--- src/rtl/wd_defs.sv ---
// Shared constants, state encoding and helpers for the WD-style ID field path.
// Used by the ID sequencer and the CRC engine (and later the data-field path).
package wd_defs;

    localparam logic [7:0]  GAP_VAL  = 8'h4E;
    localparam logic [7:0]  AM_VAL   = 8'hA1;
    localparam logic [7:0]  MARK_FE  = 8'hFE;
    localparam logic [7:0]  MARK_FF  = 8'hFF;
    localparam logic [7:0]  MARK_FC  = 8'hFC;
    localparam logic [7:0]  MARK_FD  = 8'hFD;
    localparam logic [15:0] CRC_POLY = 16'h1021;

    typedef enum logic [3:0] {
        ST_HUNT      = 4'd0,
        ST_COUNT_GAP = 4'd1,
        ST_WAIT_AM   = 4'd2,
        ST_AWAIT_ID  = 4'd3,
        ST_CYL       = 4'd4,
        ST_HEAD      = 4'd5,
        ST_SEC       = 4'd6,
        ST_CRC_HI    = 4'd7,
        ST_CRC_LO    = 4'd8
    } wd_state_t;

    // CCITT, MSB-first, one whole byte per call.
    function automatic logic [15:0] crc16_byte(input logic [15:0] crc_in, input logic [7:0] data);
        logic [15:0] c;
        c = crc_in ^ {data, 8'h00};
        for (int i = 0; i < 8; i++) begin
            c = c[15] ? ({c[14:0], 1'b0} ^ CRC_POLY) : {c[14:0], 1'b0};
        end
        return c;
    endfunction

    // Returns {legal, cylinder bits [9:8]} for an ID mark byte.
    function automatic logic [2:0] mark_decode(input logic [7:0] b);
        logic [2:0] r;
        case (b)
            MARK_FE: r = 3'b1_00;
            MARK_FF: r = 3'b1_01;
            MARK_FC: r = 3'b1_10;
            MARK_FD: r = 3'b1_11;
            default: r = 3'b0_00;
        endcase
        return r;
    endfunction

endpackage

--- src/rtl/wd_crc16.sv ---
// Byte-parallel CRC-16-CCITT register with preset (init) and fold (en) controls.
// init and en together fold the byte into a freshly preset register.
module wd_crc16
    import wd_defs::*;
#(
    parameter logic [15:0] CRC_INIT = 16'hFFFF
) (
    input  logic        clk_50,
    input  logic        reset,
    input  logic        init,
    input  logic        en,
    input  logic [7:0]  data,
    output logic [15:0] crc
);

    logic [15:0] crc_reg;
    logic [15:0] crc_base;
    logic [15:0] crc_next;

    always_comb begin
        crc_base = init ? CRC_INIT : crc_reg;
        crc_next = en ? crc16_byte(crc_base, data) : crc_base;
    end

    always_ff @(posedge clk_50) begin
        if (reset) begin
            crc_reg <= CRC_INIT;
        end else begin
            crc_reg <= crc_next;
        end
    end

    assign crc = crc_reg;

endmodule

--- src/rtl/wd_id_sequencer.sv ---
// Qualifies a 4E gap run, waits for the A1 address mark and parses the WD ID field,
// reporting the decoded fields and a CRC verdict one clock after the last CRC byte.
module wd_id_sequencer
    import wd_defs::*;
#(
    parameter int          MIN_GAP    = 4,
    parameter int          AM_TIMEOUT = 16,
    parameter logic [15:0] CRC_INIT   = 16'hFFFF
) (
    input  logic        clk_50,
    input  logic        reset,
    input  logic        byte_strobe,
    input  logic [7:0]  byte_buffer,
    input  logic        gap_sync,
    input  logic        am_detect,
    output logic        searching,
    output logic        hdr_valid,
    output logic        hdr_crc_ok,
    output logic [9:0]  hdr_cyl,
    output logic [2:0]  hdr_head,
    output logic [1:0]  hdr_size,
    output logic        hdr_bad,
    output logic [7:0]  hdr_sec,
    output logic        id_error
);

    localparam int GAP_W = $clog2(MIN_GAP + 1);
    localparam int TO_W  = $clog2(AM_TIMEOUT);

    wd_state_t        state_reg, state_next;
    logic [GAP_W-1:0] gap_cnt_reg, gap_cnt_next;
    logic [TO_W-1:0]  to_cnt_reg, to_cnt_next;

    // Shadow copies of the field bytes; exported only when the field completes.
    logic [1:0]       mark_hi_reg, mark_hi_next;
    logic [7:0]       cyl_reg, cyl_next;
    logic [5:0]       head_reg, head_next;
    logic [7:0]       sec_reg, sec_next;

    logic             hdr_valid_reg, hdr_valid_next;
    logic             id_error_reg, id_error_next;
    logic             hdr_crc_ok_reg, hdr_crc_ok_next;
    logic [9:0]       hdr_cyl_reg, hdr_cyl_next;
    logic [2:0]       hdr_head_reg, hdr_head_next;
    logic [1:0]       hdr_size_reg, hdr_size_next;
    logic             hdr_bad_reg, hdr_bad_next;
    logic [7:0]       hdr_sec_reg, hdr_sec_next;

    logic             crc_init;
    logic             crc_en;
    logic [15:0]      crc;
    logic [2:0]       mark_info;

    wd_crc16 #(
        .CRC_INIT (CRC_INIT)
    ) u_crc (
        .clk_50 (clk_50),
        .reset  (reset),
        .init   (crc_init),
        .en     (crc_en),
        .data   (byte_buffer),
        .crc    (crc)
    );

    assign mark_info = mark_decode(byte_buffer);

    always_comb begin
        state_next      = state_reg;
        gap_cnt_next    = gap_cnt_reg;
        to_cnt_next     = to_cnt_reg;
        mark_hi_next    = mark_hi_reg;
        cyl_next        = cyl_reg;
        head_next       = head_reg;
        sec_next        = sec_reg;
        hdr_valid_next  = 1'b0;
        id_error_next   = 1'b0;
        hdr_crc_ok_next = hdr_crc_ok_reg;
        hdr_cyl_next    = hdr_cyl_reg;
        hdr_head_next   = hdr_head_reg;
        hdr_size_next   = hdr_size_reg;
        hdr_bad_next    = hdr_bad_reg;
        hdr_sec_next    = hdr_sec_reg;
        crc_init        = 1'b0;
        crc_en          = 1'b0;

        if (byte_strobe) begin
            case (state_reg)
                ST_HUNT: begin
                    if (gap_sync) begin
                        state_next   = ST_COUNT_GAP;
                        gap_cnt_next = GAP_W'(1);
                    end
                end
                ST_COUNT_GAP: begin
                    if (am_detect && (gap_cnt_reg >= GAP_W'(MIN_GAP))) begin
                        state_next = ST_AWAIT_ID;
                        crc_init   = 1'b1;
                        crc_en     = 1'b1;
                    end else if (gap_sync) begin
                        if ((gap_cnt_reg + GAP_W'(1)) >= GAP_W'(MIN_GAP)) begin
                            state_next   = ST_WAIT_AM;
                            gap_cnt_next = GAP_W'(MIN_GAP);
                            to_cnt_next  = '0;
                            crc_init     = 1'b1;
                        end else begin
                            gap_cnt_next = gap_cnt_reg + GAP_W'(1);
                        end
                    end else begin
                        state_next = ST_HUNT;
                    end
                end
                ST_WAIT_AM: begin
                    if (am_detect) begin
                        state_next = ST_AWAIT_ID;
                        crc_init   = 1'b1;
                        crc_en     = 1'b1;
                    end else if (to_cnt_reg == TO_W'(AM_TIMEOUT - 1)) begin
                        state_next    = ST_HUNT;
                        id_error_next = 1'b1;
                    end else begin
                        to_cnt_next = to_cnt_reg + TO_W'(1);
                    end
                end
                ST_AWAIT_ID: begin
                    if (am_detect) begin
                        crc_en = 1'b1;
                    end else if (mark_info[2]) begin
                        state_next   = ST_CYL;
                        mark_hi_next = mark_info[1:0];
                        crc_en       = 1'b1;
                    end else begin
                        state_next    = ST_HUNT;
                        id_error_next = 1'b1;
                    end
                end
                ST_CYL: begin
                    state_next = ST_HEAD;
                    cyl_next   = byte_buffer;
                    crc_en     = 1'b1;
                end
                ST_HEAD: begin
                    state_next = ST_SEC;
                    head_next  = {byte_buffer[7:5], byte_buffer[2:0]};
                    crc_en     = 1'b1;
                end
                ST_SEC: begin
                    state_next = ST_CRC_HI;
                    sec_next   = byte_buffer;
                    crc_en     = 1'b1;
                end
                ST_CRC_HI: begin
                    state_next = ST_CRC_LO;
                    crc_en     = 1'b1;
                end
                ST_CRC_LO: begin
                    // The verdict needs the post-fold residue in this same cycle.
                    state_next      = ST_HUNT;
                    crc_en          = 1'b1;
                    hdr_valid_next  = 1'b1;
                    hdr_crc_ok_next = (crc16_byte(crc, byte_buffer) == 16'h0000);
                    hdr_cyl_next    = {mark_hi_reg, cyl_reg};
                    hdr_bad_next    = head_reg[5];
                    hdr_size_next   = head_reg[4:3];
                    hdr_head_next   = head_reg[2:0];
                    hdr_sec_next    = sec_reg;
                end
                default: begin
                    state_next = ST_HUNT;
                end
            endcase
        end

        if (state_next == ST_HUNT) begin
            gap_cnt_next = '0;
        end
    end

    always_ff @(posedge clk_50) begin
        if (reset) begin
            state_reg      <= ST_HUNT;
            gap_cnt_reg    <= '0;
            to_cnt_reg     <= '0;
            mark_hi_reg    <= '0;
            cyl_reg        <= '0;
            head_reg       <= '0;
            sec_reg        <= '0;
            hdr_valid_reg  <= 1'b0;
            id_error_reg   <= 1'b0;
            hdr_crc_ok_reg <= 1'b0;
            hdr_cyl_reg    <= '0;
            hdr_head_reg   <= '0;
            hdr_size_reg   <= '0;
            hdr_bad_reg    <= 1'b0;
            hdr_sec_reg    <= '0;
        end else begin
            state_reg      <= state_next;
            gap_cnt_reg    <= gap_cnt_next;
            to_cnt_reg     <= to_cnt_next;
            mark_hi_reg    <= mark_hi_next;
            cyl_reg        <= cyl_next;
            head_reg       <= head_next;
            sec_reg        <= sec_next;
            hdr_valid_reg  <= hdr_valid_next;
            id_error_reg   <= id_error_next;
            hdr_crc_ok_reg <= hdr_crc_ok_next;
            hdr_cyl_reg    <= hdr_cyl_next;
            hdr_head_reg   <= hdr_head_next;
            hdr_size_reg   <= hdr_size_next;
            hdr_bad_reg    <= hdr_bad_next;
            hdr_sec_reg    <= hdr_sec_next;
        end
    end

    assign searching  = (state_reg == ST_HUNT) || (state_reg == ST_COUNT_GAP) ||
                        (state_reg == ST_WAIT_AM);
    assign hdr_valid  = hdr_valid_reg;
    assign id_error   = id_error_reg;
    assign hdr_crc_ok = hdr_crc_ok_reg;
    assign hdr_cyl    = hdr_cyl_reg;
    assign hdr_head   = hdr_head_reg;
    assign hdr_size   = hdr_size_reg;
    assign hdr_bad    = hdr_bad_reg;
    assign hdr_sec    = hdr_sec_reg;

endmodule

--- config.mk ---
export PLATFORM = sky130hd
export DESIGN_NAME = wd_id_sequencer
export DESIGN_NICKNAME = d
export VERILOG_FILES = /design/src/rtl/wd_defs.sv /design/src/rtl/wd_crc16.sv /design/src/rtl/wd_id_sequencer.sv
export SDC_FILE = /design/constraint.sdc
export NUM_CORES = 1
export LEC_CHECK = 0
export ABC_AREA = 1
export BUFFER_PORTS_ARGS = -buffer_cell sky130_fd_sc_hd__buf_2
export CAP_MARGIN = 20
export CORE_MARGIN = 5
export CORE_UTILIZATION = 35
export DETAILED_ROUTE_END_ITERATION = 8
export HOLD_SLACK_MARGIN = 0.15
export PLACE_DENSITY = 0.64
export SLEW_MARGIN = 20
export SYNTH_ARGS = -nofsm -noshare
export SYNTH_HDL_FRONTEND = slang
export SYNTH_HIERARCHICAL = 1
export SYNTH_SLANG_ARGS = --single-unit
--- constraint.sdc ---
create_clock -name clk_50 -period 3.6 [get_ports clk_50]
set_input_delay 0.18 -clock clk_50 [delete_from_list [all_inputs] [get_ports clk_50]]
set_output_delay 0.18 -clock clk_50 [all_outputs]
set_load 0.01 [all_outputs]
# After elaboration in Yosys (flattened, before gate mapping)
# Index checks and enable logic that the tools add are counted.
dict set report totals {
  latch_bits 0
  mem_count 0
  out_inout_bits 28
  register_bits 78
  input_bits 13
  ramBits 0
  mem_bits_ro 0
  elab_cells 134
}
dict set report op_classes {
  addsub 2
  n_reduce_logical 18
  muxes 57
  n_eq_ne 19
  bitwise 20
  mul 0
  order_cmp 2
  shift 0
  div_mod_pow 0
}
# operator count
set ops {}
lappend ops {{13-bit 2-to-1 mux} 16}
lappend ops {{4-bit 2-to-1 mux} 13}
lappend ops {{3-bit inverter} 16}
lappend ops {{8-bit equality test, second input constant} 4}
lappend ops {{16-bit 2-to-1 mux} 2}
lappend ops {{4-bit case mux with 8 select lines} 1}
lappend ops {{16-bit XOR} 2}
lappend ops {{4-bit by 3-bit equality test with 1-bit output, second input constant} 4}
lappend ops {{16-bit logical NOT} 1}
lappend ops {{3-bit 2-to-1 mux} 5}
lappend ops {{1-bit 2-to-1 mux} 14}
lappend ops {{2-bit != test, second input constant} 6}
lappend ops {{3-bit case mux with 4 select lines} 1}
lappend ops {{4-bit by 2-bit equality test with 1-bit output, second input constant} 2}
lappend ops {{4-bit equality test, second input constant} 2}
lappend ops {{4-bit logical NOT} 2}
lappend ops {{4-bit case mux with 2 select lines} 1}
lappend ops {{2-bit AND reduction} 4}
lappend ops {{7-bit AND reduction} 1}
lappend ops {{3-bit greater-or-equal comparator, second input constant} 2}
lappend ops {{3-bit case mux with 2 select lines} 1}
lappend ops {{5-bit AND reduction} 1}
lappend ops {{5-bit OR reduction} 1}
lappend ops {{4-bit by 1-bit adder with 4-bit output, second input constant} 1}
lappend ops {{other kinds (10)} 15}

# Longest topological paths before layout
# Gate-level depths: netlist (run 1).
dict set report logic_depth {
  depth_word 26
  mapped_depth 18
  depth_no_buf 17
}

# By module
# Netlist (run 1), hierarchy kept.
# mod cells_each area_per_inst_um2 instances seq_area_each_um2
set by_module_without_submodules {}
lappend by_module_without_submodules {wd_id_sequencer 390 2738.9 1 1241.2}
lappend by_module_without_submodules {wd_crc16 192 1243.7 1 320.3}

# Worst setup path after synthesis (run 1)
# No wires, ideal clock.
dict set report synth_path {
  path_type {register to register}
  startpoint {register state_reg[1]}
  endpoint {register u_crc.crc_reg[4], in the netlist u_crc/crc[4]}
  path_slack_ns 1.732
  stages_incl_launch_ff 12
  n_path_buf 0
  setup_ns 0.124
  period_less_slack_ns 1.868
  t_required_ns 3.476
  t_arrival_ns 1.744
  path_cell_list {dfxtp_1 inv_2 nor2_1 nand2_2 inv_2 nand2_2 nand2_2 a211oi_1 a31oi_1 clkinv_1 a21oi_1 o21ai_0}
}
dict set report synth_via {
  elab_cells_between_ends 21
  classes_between {8 x eq/ne; 11 x mux; 1 x bitwise; 1 x reduce/logical}
}
# item line
set synth_lines {}
lappend synth_lines {{from (decl)} wd_id_sequencer.sv:30} ;# wd_state_t state_reg, state_next;
lappend synth_lines {{from (signal assigned)} wd_id_sequencer.sv:196} ;# state_reg <= state_next;
lappend synth_lines {{4-bit by 3-bit equality test with 1-bit output / 4-bit equality test (equally long branches)} wd_id_sequencer.sv:87} ;# case (state_reg)
lappend synth_lines {{5-bit OR reduction (no source line)} n/a}
lappend synth_lines {{1-bit case mux with 4 select lines *} wd_id_sequencer.sv:87}
lappend synth_lines {{1-bit 2-to-1 mux *} wd_id_sequencer.sv:86} ;# if (byte_strobe) begin
lappend synth_lines {{net crc_en} wd_id_sequencer.sv:50} ;# logic crc_en;
lappend synth_lines {{16-bit 2-to-1 mux *} wd_crc16.sv:22} ;# crc_next = en ? crc16_byte(crc_base, data) : crc_base;
lappend synth_lines {{to (signal assigned)} wd_crc16.sv:29} ;# crc_reg <= crc_next;
lappend synth_lines {{to (decl)} wd_crc16.sv:16} ;# logic [15:0] crc_reg;
# Mark *: on every way through the listed nets, which the timed path passes. The rest lies on a longest branch.
# A chain may end at the register's enable or synchronous reset.

# Final worst setup path (run 1)
dict set report layout_path {
  startpoint {register state_reg[0]}
  endpoint {register u_crc.crc_reg[14], in the netlist u_crc/crc[14]}
}
dict set report layout_via {
  elab_chain_len 13
  elab_cells_between_ends 24
  classes_between {8 x eq/ne; 12 x mux; 3 x bitwise; 1 x reduce/logical}
}
# item line
set layout_rtl {}
lappend layout_rtl {{4-bit by 2-bit equality test with 1-bit output / 4-bit by 1-bit equality test with 1-bit output (equally long branches)} wd_id_sequencer.sv:87}
lappend layout_rtl {{1-bit case mux with 2 select lines *} wd_id_sequencer.sv:87}
lappend layout_rtl {{1-bit 2-to-1 mux *} wd_id_sequencer.sv:86}
lappend layout_rtl {{net crc_init} wd_id_sequencer.sv:49} ;# logic crc_init;
lappend layout_rtl {{16-bit 2-to-1 mux *} wd_crc16.sv:21} ;# crc_base = init ? CRC_INIT : crc_reg;
lappend layout_rtl {{16-bit XOR} wd_defs.sv:28} ;# c = crc_in ^ {data, 8'h00};
lappend layout_rtl {{13-bit 2-to-1 mux (5 in series)} wd_defs.sv:30} ;# c = c[15] ? ({c[14:0], 1'b0} ^ CRC_POLY) : {c[14:0], 1'b0};
lappend layout_rtl {{3-bit inverter (no source line)} n/a}
lappend layout_rtl {{13-bit 2-to-1 mux} wd_defs.sv:30}
lappend layout_rtl {{16-bit 2-to-1 mux *} wd_crc16.sv:22}
# Marks and branches as above.

==> impl_metrics.tcl, run 1 <==
set metrics [dict create \
    yosys_most_used_dff "dfxtp_1" \
    hold-path-endpoint "cyl_reg[5]" \
    fin_cells 767 \
    synth_top_cell_by_area "dfxtp_1" \
    viasPerCell 4.845 \
    worstPathRequired_ps 3880 \
    period_share 0.6400 \
    synth_nets 597 \
    regArea_mm2 0.001562 \
    async_reset_ff_frac 0 \
    p_leak_nw 2.124 \
    r2r-end "u_crc/crc[14]" \
    placed_cells 751 \
    dieArea_mm2 0.01361 \
    drive_gt1_frac 0.1843 \
    endpoint_kind "flip-flop" \
    htree_num_levels 3 \
    synth-edff-count 0 \
    dpl_cell_area_mm2 0.004285 \
    holdPathStages 3 \
    fp.dieH_um 116.7 \
    ant_nets 0 \
    relSlewSlack 0.5669 \
    nFillCells 1166 \
    start_kind "flip-flop" \
    r2r_cells 13 \
    multi_input_area_mm2 0.002102 \
    hold_path_startpoint "byte_buffer[5]" \
    final_common_cell "nor2_1" \
    gp_congestion 0.9087 \
    avgRoutedWirePerCell_um 12.51 \
    cts_tree "yes" \
    fin_setup_tns_ps 0 \
    fin_skew_ps 6.765 \
    finalHoldViolCount 0 \
    worstSetupPathType "flip-flop to flip-flop" \
    area_growth_pct 14.67 \
    cts_resized 0 \
    tightest_slew_ps 648.6 \
    fp.dieW_um 116.7 \
    syn_area_per_cell_um2 6.843 \
    synth_top_area_share 0.3921 \
    drc 0 \
    cts_sinks 78 \
    grt_max_degree 50 \
    largest_reg_flops 16 \
    power_density_mw_per_mm2 402.2 \
    cts_buffer_depth 2 \
    grt_overflow 0 \
    rows 39 \
    start_util 0.3533 \
    r2r_start "state_reg[0]" \
    dpl.hpwl_mm 6.989 \
    syn_area_mm2 0.003983 \
    reg2reg_slack_ps 1300 \
    numCtsBuffers 9 \
    cts_root_buf "clkbuf_16" \
    path_clk_slew_ps 70 \
    timing.hold.ws_ps 199.7 \
    yosysWarnings 6 \
    most-common-layout-cells "nor2_1, nand2_1, dfxtp_1" \
    num_vias 3716 \
    ys_ff_latch 78 \
    postRouteWirelength_mm 9.598 \
    synth.area.top_cells "dfxtp_1, nor2_1, nand2_1" \
    nNetsFinal 634 \
    cap_viol_max_count 0 \
    cp_max_fo 19 \
    io_buffers 40 \
    drtPass1Iterations 5 \
    post_cts_buffers 0 \
    diodes 0 \
    hp-class "input pin to flip-flop" \
    drv_slew 0 \
    yosysSeqAreaShare 0.3921 \
    track_usage 0.1488 \
    grt_pass1_vias 3535 \
    clkLatencyLatePin_ps 340 \
    period_minus_slack_ps 2304 \
    syn_inst 582 \
    critPathArrivalTime_ps 2590 \
    finalSetupViolations 0 \
    ir_drop_v 0.0002046 \
    antenna_found_initial 0 \
    cts_hold_buf 0 \
    final_cell_area_mm2 0.004567 \
    core_mm2 0.01127 \
    grt_pass1_wl_mm 16.11 \
    outcome "finished, final reports clean" \
    rsz0062_at_grt "false" \
    drtIter0Drc 181 \
    fmax_ghz 0.4340 \
    ios 41 \
    ys_types 36 \
]
==> cell families after synthesis <==
| logic type | Yosys count | synth area share |
|---|---|---|
| compound gates | 87 | 0.1197 |
| xor+xnor | 11 | 0.02419 |
| fa+ha+maj | 2 | 0.006282 |
| buf+inv | 74 | 0.08263 |
| flops | 78 | 0.3921 |
| simple gates | 330 | 0.3751 |
==> worst max-delay path, stage by stage, from the launching register on <==
cell and delay, ps:
dfxtp_1 420, nand2_1 150, nor2_4 230, nand2_1 150, a21oi_2 140, buf_4 370
nor2_4 90, inv_2 80, nand2_1 50, nand2_1 170, nand2_1 130, nand3_1 100
nand3_1 100, nand2_1 80
==> layer usage <==
layer,GRT usage,share of wire,vias up
met5,0,0,-
met4,0.05963,0.024,0
met3,0.03938,0.050,15
met2,0.2387,0.46,81
met1,0.1907,0.47,1698
li1,-,-,1922
==> Yosys cell counts, drive strengths merged (6+ instances only) <==
library cell	number
nor2	150
nand2	130
dfxtp	78
inv	55
o21ai	55
nand3	43
a21oi	20
xnor2	10
buf	8
clkbuf	8
o211ai	6
==> metrics by stage <==
stage                     setup slack, ps    util  total power [mW]
after floorplan                      1732       -            0.9607
after global placement               1359  0.3802            0.9958
after detailed placement             1350  0.3802            0.9970
after CTS                            1316  0.4052             1.853
after global routing                 1109  0.4052             1.902
final                                1296  0.4052             1.837
==> report_power, final <==
group / switching, mW / total [mW] / leakage [nW] / internal (mW)
logic: 0.0774 / 0.110 / 1.36 / 0.0329
registers: 0.00242 / 0.868 / 0.629 / 0.865
clock network: 0.385 / 0.859 / 0.136 / 0.474
==> how the worst max path moves through the flow <==
| stage | from | endpoint | depth (start not counted) |
|---|---|---|---|
| final | state_reg[0] | u_crc/crc[14] | 13 |
| after detailed placement | state_reg[0] | u_crc/crc[14] | 13 |
| after global placement | state_reg[0] | u_crc/crc[2] | 12 |
| after floorplan | state_reg[1] | u_crc/crc[4] | 11 |
| after global routing | state_reg[0] | u_crc/crc[14] | 13 |
| after CTS | state_reg[0] | u_crc/crc[14] | 13 |
==> layout make-up <==
class / instances / share of cell area
sequential: 78 / 0.3419
inverter: 58 / 0.04986
multi-input combinational: 430 / 0.4603
clock inverter: 7 / 0.01233
tap: 143 / 0.03918
timing repair buffer: 42 / 0.04712
clock buffer: 9 / 0.04932
No activity file was read; power rests on OpenSTA's default activity.
==> inputs of run 2 (changes only) <==
--- a/config.mk
+++ b/config.mk
@@ -12,7 +12,7 @@
 export CORE_UTILIZATION = 35
 export DETAILED_ROUTE_END_ITERATION = 8
 export HOLD_SLACK_MARGIN = 0.15
-export PLACE_DENSITY = 0.64
+export PLACE_DENSITY = 0.66
 export SLEW_MARGIN = 20
 export SYNTH_ARGS = -nofsm -noshare
 export SYNTH_HDL_FRONTEND = slang
==> constraint.sdc (replaced) <==
create_clock -name clk_50 -period 1.9 [get_ports clk_50]
set_input_delay 0.095 -clock clk_50 [delete_from_list [all_inputs] [get_ports clk_50]]
set_output_delay 0.095 -clock clk_50 [all_outputs]
set_load 0.01 [all_outputs]
==> run 2 against run 1 <==
Effect of this change: the flow now finishes with violations (negative setup slack); register-to-register slack lost 1300 ps; worst setup slack worse by 1300 ps; critical path depth rose by 4; global-route usage increased by 0.55 points; worst hold slack got worse by 3.3 ps; cell count rose by 4.7%; sequential power increased by 89%; non-clock buffer count is 36 higher.
==> impl_metrics.tcl, run 2 (synthesis gave the netlist of run 1 again) <==
set metrics [dict create \
    dp_slack_ps -43.68 \
    p_sw_frac 0.2400 \
    pwr-share-clk 0.472 \
    core_mm2 0.01127 \
    fp.dieW_um 116.7 \
    finalSetupViolations 2 \
    nFillCells 1101 \
    path_clk_slew_ps 60 \
    tightest_slew_ps 323.6 \
    fin_skew_ps 10.09 \
    track_usage 0.1543 \
    gp_congestion 0.8719 \
    cts_root_buf "clkbuf_16" \
    grt_overflow 0 \
    drtIter0Drc 223 \
    period_share 1.004 \
    fin_cells 803 \
    p_leak_nw 2.358 \
    critPathArrivalTime_ps 2130 \
    grt_pass1_wl_mm 16.76 \
    ios 41 \
    drc 0 \
    diodes 0 \
    fp.dieH_um 116.7 \
    area_growth_pct 28.68 \
    violations "negative setup slack" \
    final_cell_area_mm2 0.005125 \
    timing.hold.ws_ps 196.5 \
    start_kind "flip-flop" \
    critPathSlowestCell "dfxtp_2" \
    worstPathRequired_ps 2130 \
    fin_setup_tns_ps -10.57 \
    dpl.hpwl_mm 7.265 \
    regArea_mm2 0.001572 \
    htree_num_levels 3 \
    drtPass1Iterations 4 \
    relSlewSlack 0.7840 \
    avgRoutedWirePerCell_um 12.95 \
    power_density_mw_per_mm2 710.0 \
    grt_pass1_vias 3682 \
    seqPwrFrac 0.452 \
    final_core_util 0.4547 \
    cp_max_fo 6 \
    dieArea_mm2 0.01361 \
    cts_sinks 78 \
    ir_drop_v 0.0004008 \
    viasPerCell 4.880 \
    rows 39 \
    cts_tree "yes" \
    finalPower_mw 3.639 \
    most-common-layout-cells "nor2_1, nand2_1, dfxtp_1" \
    drive_gt1_frac 0.2727 \
    finalHoldViolCount 0 \
    multi_input_area_mm2 0.002305 \
    grt_max_degree 40 \
    start_util 0.3533 \
    outcome "complete, but fails checks" \
    worstSetupPathType "flip-flop to flip-flop" \
    largest_reg_flops 16 \
    max_stage_delay_ps 350 \
    fmax_ghz 0.5244 \
    ant_nets 0 \
    final_common_cell "nor2_1" \
    cts_buffer_depth 2 \
    period_minus_slack_ps 1907 \
    clkLatencyLatePin_ps 330 \
    p_int_mw 2.765 \
    rsz0062_at_grt "true" \
    antenna_found_initial 0 \
    cap_viol_max_count 0 \
    fin_ws_ps -7.098 \
    io_buffers 40 \
    drv_slew 0 \
    placed_cells 776 \
    combPwrFrac 0.077 \
    endpoint_kind "flip-flop" \
    p_sw_mw 0.8732 \
    postRouteWirelength_mm 10.40 \
    num_vias 3919 \
    hp-class "input pin to flip-flop" \
    path_cells "ha_4 > inv_2 > nand2_2 > nand3_2 > nand2_2 > nand2_4 > a21oi_4 > buf_12 > clkinv_8 > nand2_8 > nand2_8 > nand2_8 > inv_6 > nand2_4 > nand3_2 > nand3_2 > nand2_1" \
    numCtsBuffers 9 \
    dpl_cell_area_mm2 0.004492 \
    nNetsFinal 670 \
]
[run 2: changes by cell type in the layout (fill, tap and decap cells not counted), sizes merged]
| cell | before | now |
|---|---|---|
| inv | 57 | 56 |
| clkinv | 7 | 4 |
| clkinvlp | 1 | 3 |
| dlygate4sd3 | 0 | 6 |
| clkbuf | 9 | 10 |
| bufinv | 0 | 1 |
| buf | 42 | 72 |
[run 2: what timing repair did]
action / 4_1_cts / 5_1_grt
pin swaps: 13 / 21
hold buffers: 6 / 0
cloned: 1 / 0
endpoints found under the setup margin: 8 / 17
resized for setup: 30 / 36
endpoints found under the hold margin: 9 / 0
buffers inserted: 3 / 3
[run 2: layer usage]
metal | track usage | up-vias | wire length, um
met1 | 0.1973 | 1812 | 4710
met5 | 0 | - | 0
met2 | 0.2517 | 84 | 4896
met4 | 0.06422 | 0 | 240
met3 | 0.03420 | 21 | 555
li1 | - | 2002 | -
[run 2: final cells by class]
| type | count | share of cell area |
|---|---|---|
| Timing Repair Buffer | 78 | 0.1045 |
| Clock inverter | 6 | 0.01367 |
| Multi-Input combinational cell | 430 | 0.4497 |
| Sequential cell | 78 | 0.3066 |
| Clock buffer | 10 | 0.04468 |
| Tap cell | 143 | 0.03491 |
| Inverter | 58 | 0.04590 |
[run 2: power by group through the flow]
stage                     registers, mW  logic, mW  clock network [mW]
after floorplan                    1.68      0.141                   0
after global placement             1.68      0.227                   0
after detailed placement           1.68      0.233                   0
after CTS                          1.64      0.261                1.75
after global routing               1.64      0.304                1.81
final                              1.64      0.278                1.72
[run 2: critical path, delay by kind of cell, from the launching register on]
family                     cells  cell delay, ps
AOI/OAI and AO/OA              1             160
DFF                            1             350
and+or+nand+nor               11             800
adders and majority gates      1             140
buffers and inverters          4             340
[run 2: final timing paths]
path	startpoint	end	slack (ps)	cells past startpoint
setup / recovery	gap_cnt_reg[0]	u_crc/crc[8]	-7	17
hold reg to reg	sec_reg[4]	sec_reg[4]	480	2
hold / removal	byte_buffer[5]	head_reg[3]	200	4
setup reg to reg	gap_cnt_reg[0]	u_crc/crc[8]	-7	17
